### src/rtl/tx_serial_pkg.sv
`default_nettype none
// ============================================================================
//  Module      : tx_serial_pkg
//  Description : Shared definitions for the parametrised serial transmitter:
//                FSM state encoding, parity mode constants and the frame
//                length helper.
//  Revision    : 1.0 - initial release
// ============================================================================
package tx_serial_pkg;

  // FSM states; the numeric values are exported on db_estado.
  typedef enum logic [1:0] {
    INICIAL   = 2'd0,
    CARREGA   = 2'd1,
    TRANSMITE = 2'd2,
    FINAL     = 2'd3
  } estado_t;

  // Parity modes
  localparam int PAR_NENHUMA = 0;
  localparam int PAR_IMPAR   = 1;
  localparam int PAR_PAR     = 2;

  // Bits per frame: start + data + optional parity + stop bits.
  function automatic int frame_len(input int data_bits,
                                   input int parity,
                                   input int stop_bits);
    return 1 + data_bits + ((parity != PAR_NENHUMA) ? 1 : 0) + stop_bits;
  endfunction

endpackage
`default_nettype wire

### src/rtl/contador_m.sv
`default_nettype none
// ============================================================================
//  Module      : contador_m
//  Description : Modulo-M up counter used as the baud tick generator.
//  Revision    : 1.0 - initial release
//  Ports       : clock   - system clock (rising edge)
//                zera_as - asynchronous clear, active high
//                zera_s  - synchronous clear, active high
//                conta   - count enable
//                fim     - high while the count equals M-1
// ============================================================================
module contador_m #(
  parameter int M = 434,
  parameter int N = 9
) (
  input  logic clock,
  input  logic zera_as,
  input  logic zera_s,
  input  logic conta,
  output logic fim
);

  logic [N-1:0] r_q;

  always_ff @(posedge clock or posedge zera_as) begin
    if (zera_as) begin
      r_q <= '0;
    end else if (zera_s) begin
      r_q <= '0;
    end else if (conta) begin
      if (r_q == N'(M - 1)) begin
        r_q <= '0;
      end else begin
        r_q <= r_q + 1'b1;
      end
    end
  end

  assign fim = (r_q == N'(M - 1));

endmodule
`default_nettype wire

### src/rtl/tx_serial_generic.sv
`default_nettype none
// ============================================================================
//  Module      : tx_serial_generic
//  Description : Parametrised asynchronous serial transmitter with the
//                partida/pronto handshake. Frame = start bit, DATA_BITS data
//                bits LSB first, optional parity bit, STOP_BITS stop bits,
//                each bit lasting CLK_DIV clock cycles.
//  Option      : define TX_SERIAL_BUFFER_EN to add a one-entry holding
//                register for back-to-back frames.
//  Revision    : 1.0 - initial release
//  Ports       : clock        - system clock (rising edge)
//                reset        - asynchronous reset, active high
//                partida      - start request, level sampled
//                dados        - word to send
//                saida_serial - serial line, idle high
//                pronto       - one-cycle pulse at end of frame
//                ocupado      - frame in progress
//                buffer_cheio - holding register occupied
//                db_estado    - FSM state, debug
// ============================================================================
module tx_serial_generic
  import tx_serial_pkg::*;
#(
  parameter int DATA_BITS = 7,
  parameter int PARITY    = 2,
  parameter int STOP_BITS = 1,
  parameter int CLK_DIV   = 434
) (
  input  logic                 clock,
  input  logic                 reset,
  input  logic                 partida,
  input  logic [DATA_BITS-1:0] dados,
  output logic                 saida_serial,
  output logic                 pronto,
  output logic                 ocupado,
  output logic                 buffer_cheio,
  output logic [3:0]           db_estado
);

  localparam int FRAME_LEN = frame_len(DATA_BITS, PARITY, STOP_BITS);
  localparam int CNT_W     = $clog2(FRAME_LEN);
  localparam int BAUD_W    = $clog2(CLK_DIV);

  estado_t               r_estado;
  logic [DATA_BITS-1:0]  r_dado;
  logic [FRAME_LEN-1:0]  r_shift;
  logic [CNT_W-1:0]      r_bit_cnt;
  logic                  r_saida;
  logic                  r_pronto;
  logic                  r_ocupado;

  logic                  w_fim;
  logic                  w_tick;
  logic                  w_zera_s;
  logic                  w_ultimo_bit;
  logic                  w_paridade;
  logic [FRAME_LEN-1:0]  w_frame;
  logic                  w_buf_cheio;
  logic [DATA_BITS-1:0]  w_buf_dado;

  // --------------------------------------------------------------------------
  // Baud tick: counter only runs in TRANSMITE, so bit 0 starts a full period
  // right after CARREGA.
  // --------------------------------------------------------------------------
  assign w_zera_s = (r_estado != TRANSMITE);

  contador_m #(
    .M (CLK_DIV),
    .N (BAUD_W)
  ) u_baud (
    .clock   (clock),
    .zera_as (reset),
    .zera_s  (w_zera_s),
    .conta   (1'b1),
    .fim     (w_fim)
  );

  assign w_tick       = w_fim && (r_estado == TRANSMITE);
  assign w_ultimo_bit = (r_bit_cnt == CNT_W'(FRAME_LEN - 1));

  // --------------------------------------------------------------------------
  // Frame assembly from the captured word
  // --------------------------------------------------------------------------
  assign w_paridade = (PARITY == PAR_IMPAR) ? ~(^r_dado) : (^r_dado);

  always_comb begin
    w_frame                = '1;          // stop bits and padding
    w_frame[0]             = 1'b0;        // start bit
    w_frame[DATA_BITS:1]   = r_dado;
    if (PARITY != PAR_NENHUMA) begin
      w_frame[DATA_BITS+1] = w_paridade;
    end
  end

  // --------------------------------------------------------------------------
  // Optional holding register
  // --------------------------------------------------------------------------
`ifdef TX_SERIAL_BUFFER_EN
  logic [DATA_BITS-1:0] r_buf;
  logic                 r_buf_cheio;

  always_ff @(posedge clock or posedge reset) begin
    if (reset) begin
      r_buf       <= '0;
      r_buf_cheio <= 1'b0;
    end else if (r_estado == FINAL && r_buf_cheio) begin
      // The FSM takes the word on this same edge.
      r_buf_cheio <= 1'b0;
    end else if ((r_estado == CARREGA || r_estado == TRANSMITE) &&
                 partida && !r_buf_cheio) begin
      r_buf       <= dados;
      r_buf_cheio <= 1'b1;
    end
  end

  assign w_buf_cheio = r_buf_cheio;
  assign w_buf_dado  = r_buf;
`else
  assign w_buf_cheio = 1'b0;
  assign w_buf_dado  = '0;
`endif

  // --------------------------------------------------------------------------
  // Main FSM with registered outputs
  // --------------------------------------------------------------------------
  always_ff @(posedge clock or posedge reset) begin
    if (reset) begin
      r_estado  <= INICIAL;
      r_dado    <= '0;
      r_shift   <= '1;
      r_bit_cnt <= '0;
      r_saida   <= 1'b1;
      r_pronto  <= 1'b0;
      r_ocupado <= 1'b0;
    end else begin
      r_pronto <= 1'b0;
      case (r_estado)
        INICIAL: begin
          if (partida) begin
            r_dado    <= dados;
            r_ocupado <= 1'b1;
            r_estado  <= CARREGA;
          end
        end

        CARREGA: begin
          // Start bit goes straight to the line; the rest waits in r_shift.
          r_saida   <= w_frame[0];
          r_shift   <= {1'b1, w_frame[FRAME_LEN-1:1]};
          r_bit_cnt <= '0;
          r_estado  <= TRANSMITE;
        end

        TRANSMITE: begin
          if (w_tick) begin
            // After the last bit the shifted-in ones leave the line idle.
            r_saida <= r_shift[0];
            r_shift <= {1'b1, r_shift[FRAME_LEN-1:1]};
            if (w_ultimo_bit) begin
              r_ocupado <= 1'b0;
              r_pronto  <= 1'b1;
              r_estado  <= FINAL;
            end else begin
              r_bit_cnt <= r_bit_cnt + 1'b1;
            end
          end
        end

        FINAL: begin
          // A buffered word takes priority over a new external request.
          if (w_buf_cheio) begin
            r_dado    <= w_buf_dado;
            r_ocupado <= 1'b1;
            r_estado  <= CARREGA;
          end else if (partida) begin
            r_dado    <= dados;
            r_ocupado <= 1'b1;
            r_estado  <= CARREGA;
          end else begin
            r_estado  <= INICIAL;
          end
        end

        default: r_estado <= INICIAL;
      endcase
    end
  end

  assign saida_serial = r_saida;
  assign pronto       = r_pronto;
  assign ocupado      = r_ocupado;
  assign buffer_cheio = w_buf_cheio;
  assign db_estado    = {2'b00, r_estado};

endmodule
`default_nettype wire
### config.mk
export PLATFORM = sky130hd
export DESIGN_NAME = tx_serial_generic
export DESIGN_NICKNAME = d
export VERILOG_FILES = /design/src/rtl/tx_serial_pkg.sv /design/src/rtl/contador_m.sv /design/src/rtl/tx_serial_generic.sv
export SDC_FILE = /design/constraint.sdc
export NUM_CORES = 1
export LEC_CHECK = 0
export CAP_MARGIN = 0
export CORE_ASPECT_RATIO = 1.5
export CORE_MARGIN = 2
export CORE_UTILIZATION = 55
export DETAILED_ROUTE_END_ITERATION = 7
export PLACE_DENSITY = 0.76
export SETUP_SLACK_MARGIN = 0.1
export SLEW_MARGIN = 10
export SYNTH_ARGS = -nofsm -noshare
export SYNTH_HDL_FRONTEND = slang
export SYNTH_SLANG_ARGS = --single-unit
### constraint.sdc
create_clock -name clock -period 1.8 [get_ports clock]
set_clock_uncertainty 0.05 [all_clocks]
set_input_delay 0.18 -clock clock [delete_from_list [all_inputs] [get_ports clock]]
set_output_delay 0.18 -clock clock [all_outputs]
set_load 0.005 [all_outputs]
==> results.txt, run 1 <==
- The run finished with clean final reports.
- CTS Hold Buffers Added: 0
- Number of buffers on the longest clock path: 2
* Initial standard-cell utilization of the core: 56.73%
- The die is 73.22 um tall.
- Internal power: 0.002101 W
- The congestion estimate from routability-driven global placement came to 0.8645.
- After synthesis, the mean cell area works out to 11.56 sq um.
- Share of total power in combinational logic: 45.9%
- Post-route fraction of the period consumed by the critical path: 94.43%
- Setup TNS Final: 0 ns
* Post-synth top flop: sky130_fd_sc_hd__dfrtp_1
- On the worst path, the slowest cell contributes a delay of 0.38 ns.
- For this block, the routed nets add up to 3.367 mm of wire.
- The detailed router placed 1169 vias in this run.
- Synth cell types: 40
- After legalization and detailed placement, the total HPWL measured 2.393 mm.
- Across the run, the number of max-cap violations was 0.
* Standard cell core area: 0.003097 sq mm
- Fin nets: 198
- Beginning of the worst register-to-register path: u_baud.r_q[1]$_DFF_PP0_
- In this run the remaining antenna-violating nets after routing total 0.
* Final cell utilization of the core: 67.96%
- Synthesis-to-layout area growth: 19.80%
* Net Sw Frac: 35.74%
* Number of vias per cell after detailed routing: 5.314
* Hold Fails Final Rpt: 0
- Via count of the first global-routing pass: 1213
* Number of port buffers: 14
- Share of power burned in registers: 37.7%
- In this run the number of H-tree levels came out at 2.
- Timing would allow up to 588.3 MHz.
- Counting every sink on the clock net gives 33.
* Rows: 25
- Dividing total power by cell area gives a power density of 1554 mW/mm^2.
* First-pass GRT wire length: 5.464 mm
- Global routing used 20.50% of the available tracks.
- Entering global routing, the biggest net connects 34 pins.
* TritonCTS clock tree: yes
- For the worst setup path, the data arrival time is 1.83 ns.
* Share of synthesized registers carrying an async set or reset: 100.0%
- Per report_power, the clock group accounts for 16.4% of the total.
- Worst-case reg-to-reg path depth: 6
- Clock-pin slew was measured on the worst setup and hold paths at 0.07 ns.
- Leakage Power: 0.9349 nW
- IR analysis of the VDD net gives a maximum drop of 0.0009649 V.
* Placed Instances: 209
* Synthesis Warnings: 0
* Reported net switching power: 0.001169 W
- Traced cell by cell, the critical path runs through inv_1 -> ha_2 -> nand4b_1 -> o31ai_4 -> nand2_2 -> mux2_4.
- The die covers 0.003671 sq mm.
* Category of the critical setup timing path: register to register
- Share of cells above drive strength 1: 27.78%
* Number of placed I/O pins: 18
- Kind of path behind the tightest hold check: primary input to async pin
* Die outline width: 50.15 um
- Cell area after synthesis: 0.001757 sq mm
- The initial antenna violation count came to 0.
- Counting I/O delays and the setup requirement, the final critical path takes 1.700 ns.
- The repair_antennas step left the layout with diodes totalling 0.
- After the flow finishes, the layout carries non-filler instances totaling 220.
- DRC violation count after routing: 0
* Root Driver: sky130_fd_sc_hd__clkbuf_8
- Summing the sequential cell areas from Yosys gives 47.65% of the chip area.
* Critical-path cell with the highest stage delay: sky130_fd_sc_hd__dfrtp_1
* Later-pin clock latency in the skew report: 0.29 ns
* Required @ worst endpoint: 1.93 ns
- The first TritonRoute pass finished after 4 iterations.
- The total overflow left after global routing is 0.
- Reg2Reg Capture Point: r_estado[1]$_DFFE_PP0P_
- In this run, synthesis produced a sequential element count of 33.
* WP buf/inv: 1
* Unrepaired setup endpoints after global routing: true
- Total setup violations reported at the end of the flow: 0
- Count of flip-flops with a built-in enable after synthesis: 0
- Register-to-register setup slack: 0.10 ns
- The worst setup path is captured at a register.
- Cells after synthesis: 152
- DRC violation total after the first TritonRoute iteration: 31
- The filler cells instantiated in the layout total 225.
- Number of buffers added by the clock tree synthesis step: 5
- Dividing the detail-routed wire length by the instance count gives 15.30 um.
- The worst setup path is launched from a register.
- Family of cells with the greatest summed delay on the critical path: flip-flops
- Final-report max-slew violation count: 0
* Maximum fanout along the worst path: 4
==> layout make-up <==
class                   instances  area (sq um)  share of cell area [%]
repair buffers                 24         227.7                   10.82
clock buffers                   5         68.82                   3.270
multi-input cells             110         883.3                   41.97
inverters                       5         18.77                  0.8918
well taps                      40         50.05                   2.378
clock inverters                 3         17.52                  0.8323
flip-flops and latches         33         838.3                   39.83
==> power groups by stage <==
stage               clock network (W)  logic, W  registers, W
finish                       0.000536   0.00150       0.00123
global route                 0.000583   0.00164       0.00127
global placement                    0   0.00126       0.00123
floorplan                           0   0.00101       0.00119
CTS                          0.000563   0.00136       0.00124
detailed placement                  0   0.00134       0.00125
==> per-layer routing <==
metal  global-route usage (%)  routed length [um]  vias up
li1                         -                   -      577
met1                    22.55                1261      568
met2                    35.82                1932       14
met3                    5.533                  92       10
met4                    10.19                  80        0
met5                        0                   0        -
==> cells in the mapped netlist, drive strengths merged (5+ instances only) <==
library cell,instances,area [sq um]
buf,5,41.29
dfrtp,24,600.6
dfstp,9,236.5
ha,9,112.6
inv,5,18.77
mux2,8,93.84
mux2i,10,100.1
nand2,13,51.30
nand3,5,25.02
nor2,9,33.78
o21ai,10,50.05
xnor2,7,61.31
xor2,6,52.55
==> layout by cell type, fill, tap and decap left out, drive strengths merged, types with 2 or more instances in the layout <==
| cell type | synthesis | routed |
|---|---|---|
| o21ai | 10 | 10 |
| a31oi | 3 | 3 |
| inv | 5 | 5 |
| dfrtp | 24 | 24 |
| nand3 | 5 | 5 |
| clkdlybuf4s50 | 0 | 14 |
| buf | 5 | 10 |
| nor2b | 2 | 2 |
| nand2 | 13 | 13 |
| clkinv | 0 | 2 |
| nor2 | 9 | 9 |
| nand4 | 3 | 3 |
| ha | 9 | 9 |
| xor2 | 6 | 6 |
| mux2i | 10 | 10 |
| and3 | 3 | 3 |
| mux2 | 8 | 8 |
| a21oi | 4 | 4 |
| clkbuf | 1 | 5 |
| dfstp | 9 | 9 |
| xnor2 | 7 | 7 |
| conb | 1 | 3 |
| nand2b | 2 | 2 |
==> state kept, by name (all words and copies together), names as in the netlist <==
name	flops
ocupado	1
u_baud.r_q	9
pronto	1
r_estado	2
r_bit_cnt	4
r_dado	7
saida_serial	1
r_shift	8
==> tightest hold or removal path, cell delays in order <==
cell	delay [ns]
sky130_fd_sc_hd__clkdlybuf4s50_1	0.40
sky130_fd_sc_hd__inv_1	0.05
sky130_fd_sc_hd__buf_4	0.36
==> worst max-delay path by stage <==
stage | depth (start not counted) | end | slack [ns] | startpoint
after floorplan | 5 | r_dado[0]$_DFFE_PP0P_ | 0.20 | r_estado[0]$_DFFE_PP0P_
after global placement | 6 | r_estado[1]$_DFFE_PP0P_ | 0.19 | r_bit_cnt[1]$_DFFE_PP0P_
after detailed placement | 5 | r_dado[0]$_DFFE_PP0P_ | 0.12 | r_estado[1]$_DFFE_PP0P_
after CTS | 5 | r_dado[0]$_DFFE_PP0P_ | 0.11 | r_estado[1]$_DFFE_PP0P_
after global routing | 6 | r_estado[1]$_DFFE_PP0P_ | 0.03 | u_baud.r_q[1]$_DFF_PP0_
final | 6 | r_estado[1]$_DFFE_PP0P_ | 0.10 | u_baud.r_q[1]$_DFF_PP0_
==> timing repair <==
action / CTS / global route
endpoints found under the setup margin: 0 / 19
buffers inserted: 0 / 3
gates resized for setup: 0 / 6
==> kinds of logic after synthesis <==
kind of cell / after synthesis / synth area share (%)
and+or+nand+nor: 47 / 16.52
DFF: 33 / 47.65
AOI/OAI and AO/OA: 20 / 8.049
muxes: 18 / 11.04
xor gates and xnor gates: 13 / 6.482
buffers and inverters: 11 / 3.632
adders and majority gates: 9 / 6.410
other: 1 / 0.2135
==> per-stage QoR <==
step           power (W)  area, sq um  setup WS [ns]  hold slack, ns
6_report        0.003270         2105         0.1003          0.2294
5_1_grt         0.003491         2105        0.02804          0.2765
4_1_cts         0.003157         2048         0.1089          0.2292
3_5_place_dp    0.002590         1962         0.1175          0.4085
3_3_place_gp    0.002491         1962         0.1902          0.4049
2_1_floorplan   0.002193         1765         0.1968          0.2522
(Power assumes the default switching activity.)
==> run 2, diff against run 1 <==
--- a/config.mk
+++ b/config.mk
@@ -10,6 +10,7 @@
 export CORE_MARGIN = 2
 export CORE_UTILIZATION = 55
 export DETAILED_ROUTE_END_ITERATION = 7
+export MAX_ROUTING_LAYER = met4
 export PLACE_DENSITY = 0.76
 export SETUP_SLACK_MARGIN = 0.1
 export SLEW_MARGIN = 10
==> run 2 against run 1 <==
Against the previous run: setup slack improved by 0.0077 ns; sequential power about the same; utilization unchanged; total power increased by 0.14%; combinational power about the same; fmax increased by 0.45%; via count unchanged; global-route usage increased by 0.65 points; worst hold slack about the same; routed wire length increased by 0.77%; register-to-register slack about the same; design area unchanged; largest cell class unchanged.
==> results.txt, run 2 (synthesis gave the netlist of run 1 again) <==
* Outcome: complete, no violations
* Root Driver: sky130_fd_sc_hd__clkbuf_8
* Number of vias per cell after detailed routing: 5.314
* Crit path capture: r_estado[1]$_DFFE_PP0P_
- In the detailed route, the total length drawn on met3 is 96 um.
* Relative contribution of the clock network to total power: 16.5%
* Kind of end point of the critical path: register
* Net Sw Frac: 35.84%
- The register with the most flip-flops in the layout has 9 of them.
* Critical-path cell with the highest stage delay: sky130_fd_sc_hd__dfrtp_1
- The floorplan has 25 rows.
* Later-pin clock latency in the skew report: 0.29 ns
- Slowest stage delay, CP: 0.38 ns
- Worst Setup Start Kind: register
- Of all nets on the critical path, the largest fanout is 4.
* Number of buffers on the longest clock path: 2
* Reg2Reg Capture Point: r_estado[1]$_DFFE_PP0P_
* Chip height: 73.22 um
* Internal power: 0.002101 W
* Die outline width: 50.15 um
- Initial standard-cell utilization of the core: 56.73%
- In this run the worst setup path begins at u_baud.r_q[1]$_DFF_PP0_.
* Share of total power in combinational logic: 45.8%
- The cell family contributing the most delay on the critical path is flip-flops.
- In the routed design, unresolved DRC markers number 0.
- The count of final hold-check violations is 0.
- The library cell used most frequently in the layout, excluding fill and tap cells, is sky130_fd_sc_hd__dfrtp_1.
- Total setup violations reported at the end of the flow: 0
* Ant. Diodes: 0
* Share of cells above drive strength 1: 27.78%
- Post-DP HPWL: 2.393 mm
- Worst-path cell chain: inv_1 -> ha_2 -> nand4b_1 -> o31ai_4 -> nand2_2 -> mux2_4
* TritonCTS clock tree: yes
* Number of placed I/O pins: 18
* IR drop worst, VDD: 0.0009683 V
* Number of buffers added by the clock tree synthesis step: 5
* H-tree depth: 2
- Synthesis-to-layout area growth: 19.80%
- Sum of routed wire length over all layers: 3.393 mm
* Register-to-register setup slack: 0.11 ns
* First-pass GRT wire length: 5.471 mm
- The tool flagged a number of max-cap violations equal to 0.
- Number of vias after detailed routing: 1169
- Data arrives at the worst endpoint at 1.82 ns.
- 1st-pass router iterations: 4
* Total number of cells along the worst setup path: 6
- Largest registers ranked by flip-flop count: u_baud.r_q (9), r_shift (8), r_dado (7)
* Overall track demand over capacity in global routing: 21.15%
- Share of power burned in registers: 37.7%
* Highest clock rate: 591.0 MHz
- Power density cells: 1556 mW/mm^2
* Fin nets: 198
* Clk sink count: 33
- The analysis attributes to cell leakage a power of 0.9349 nW.
* Highest metal layer with signal wires: met4
* Post-route fraction of the period consumed by the critical path: 94.00%
- The core region is 0.003097 sq mm.
* Required @ worst endpoint: 1.93 ns
- The routed design uses 1.926 mm of met2 wire.
* Via count of the first global-routing pass: 1213
- In the layout the commonest cells are sky130_fd_sc_hd__dfrtp_1, sky130_fd_sc_hd__clkdlybuf4s50_1, sky130_fd_sc_hd__nand2_1.
* Maximum number of pins on one net before global-route repair: 34
- After routing, the total negative slack on setup checks comes to 0 ns.
- The congestion estimate from routability-driven global placement came to 0.8785.
* Reported net switching power: 0.001174 W
- The count of nets left with antenna violations once routing finished came out at 0.
- After layout, the minimum clock period comes to 1.692 ns.
- WP buf/inv: 1
* Number of antenna violations at the first check in global routing: 0
* Post-route total power: 0.003275 W
- Summed over all layers, the global routing overflow is 0.
- Kind of path behind the tightest hold check: primary input to async pin
* Total Die Area: 0.003671 sq mm
* CTS Hold Buffers Added: 0
* Metal1 wirelength: 1.288 mm
- DRC violation total after the first TritonRoute iteration: 27
- Counting cells, the worst reg-to-reg path comes to 6.
* Category of the critical setup timing path: register to register
- Top reg by flops: u_baud.r_q
* Unrepaired setup endpoints after global routing: true
* Avg WL per Cell: 15.42 um
- Number of port buffers: 14
- Beginning of the worst register-to-register path: u_baud.r_q[1]$_DFF_PP0_
- Clock-pin slew was measured on the worst setup and hold paths at 0.07 ns.
- The number of max-slew violations in the final report is 0.
-- run 2: metal layers --
| metal | global-route usage, % | vias to the layer above |
|---|---|---|
| met2 | 35.96 | 16 |
| met5 | - | - |
| met3 | 5.533 | 10 |
| met1 | 22.55 | 568 |
| li1 | - | 575 |
| met4 | 10.19 | 0 |
-- run 2: worst min-delay path, stage by stage --
cell and delay (ns):
sky130_fd_sc_hd__clkdlybuf4s50_1 0.40, sky130_fd_sc_hd__inv_1 0.05, sky130_fd_sc_hd__buf_4 0.36
-- run 2: how the worst min path moves through the flow --
stage | startpoint | endpoint
final | reset | r_dado[1]$_DFFE_PP0P_
after global placement | r_shift[1]$_DFFE_PP1P_ | r_shift[1]$_DFFE_PP1P_
after global routing | reset | r_dado[1]$_DFFE_PP0P_
after floorplan | reset | ocupado$_DFFE_PP0P_
after CTS | reset | r_dado[1]$_DFFE_PP0P_
after detailed placement | r_shift[1]$_DFFE_PP1P_ | r_shift[1]$_DFFE_PP1P_
-- run 2: power groups by stage --
| stage | clock [W] | sequential (W) | combinational (W) |
|---|---|---|---|
| 6_report | 0.000541 | 0.00123 | 0.00150 |
| 5_1_grt | 0.000585 | 0.00127 | 0.00164 |
| 4_1_cts | 0.000563 | 0.00124 | 0.00136 |
| 3_5_place_dp | 0 | 0.00125 | 0.00134 |
| 3_3_place_gp | 0 | 0.00123 | 0.00126 |
| 2_1_floorplan | 0 | 0.00119 | 0.00101 |
-- run 2: what timing repair did --
item                       in CTS  in global routing
setup buffers                   0                  3
hold endpoints to repair        0                  0
resized for setup               0                  6
setup endpoints to repair       0                 19
-- run 2: cell type report --
type / count / area (sq um)
inverters: 5 / 18.77
clock buffers: 5 / 68.82
well taps: 40 / 50.05
flip-flops and latches: 33 / 838.3
clock inverters: 3 / 17.52
fillers: 225 / 992.2
repair buffers: 24 / 227.7
multi-input cells: 110 / 883.3
-- run 2: per-stage QoR --
stage | std cells | area (sq um) | util, % | setup WS, ns | hold WS [ns]
global placement | 209 | 1962 | 63.35 | 0.1902 | 0.4049
detailed placement | 209 | 1962 | 63.35 | 0.1175 | 0.4085
CTS | 217 | 2048 | 66.14 | 0.1089 | 0.2292
global route | 220 | 2105 | 67.96 | 0.02993 | 0.2740
finish | 220 | 2105 | 67.96 | 0.1080 | 0.2290
floorplan | 154 | 1765 | - | 0.1968 | 0.2522
==> run 3, diff against run 2 <==
--- a/config.mk
+++ b/config.mk
@@ -9,6 +9,7 @@
 export CORE_ASPECT_RATIO = 1.5
 export CORE_MARGIN = 2
 export CORE_UTILIZATION = 55
+export CTS_CLUSTER_SIZE = 16
 export DETAILED_ROUTE_END_ITERATION = 7
 export MAX_ROUTING_LAYER = met4
 export PLACE_DENSITY = 0.76
==> results of run 3 <==
No change in the layout: final DEF, timing and power equal those of run 2.
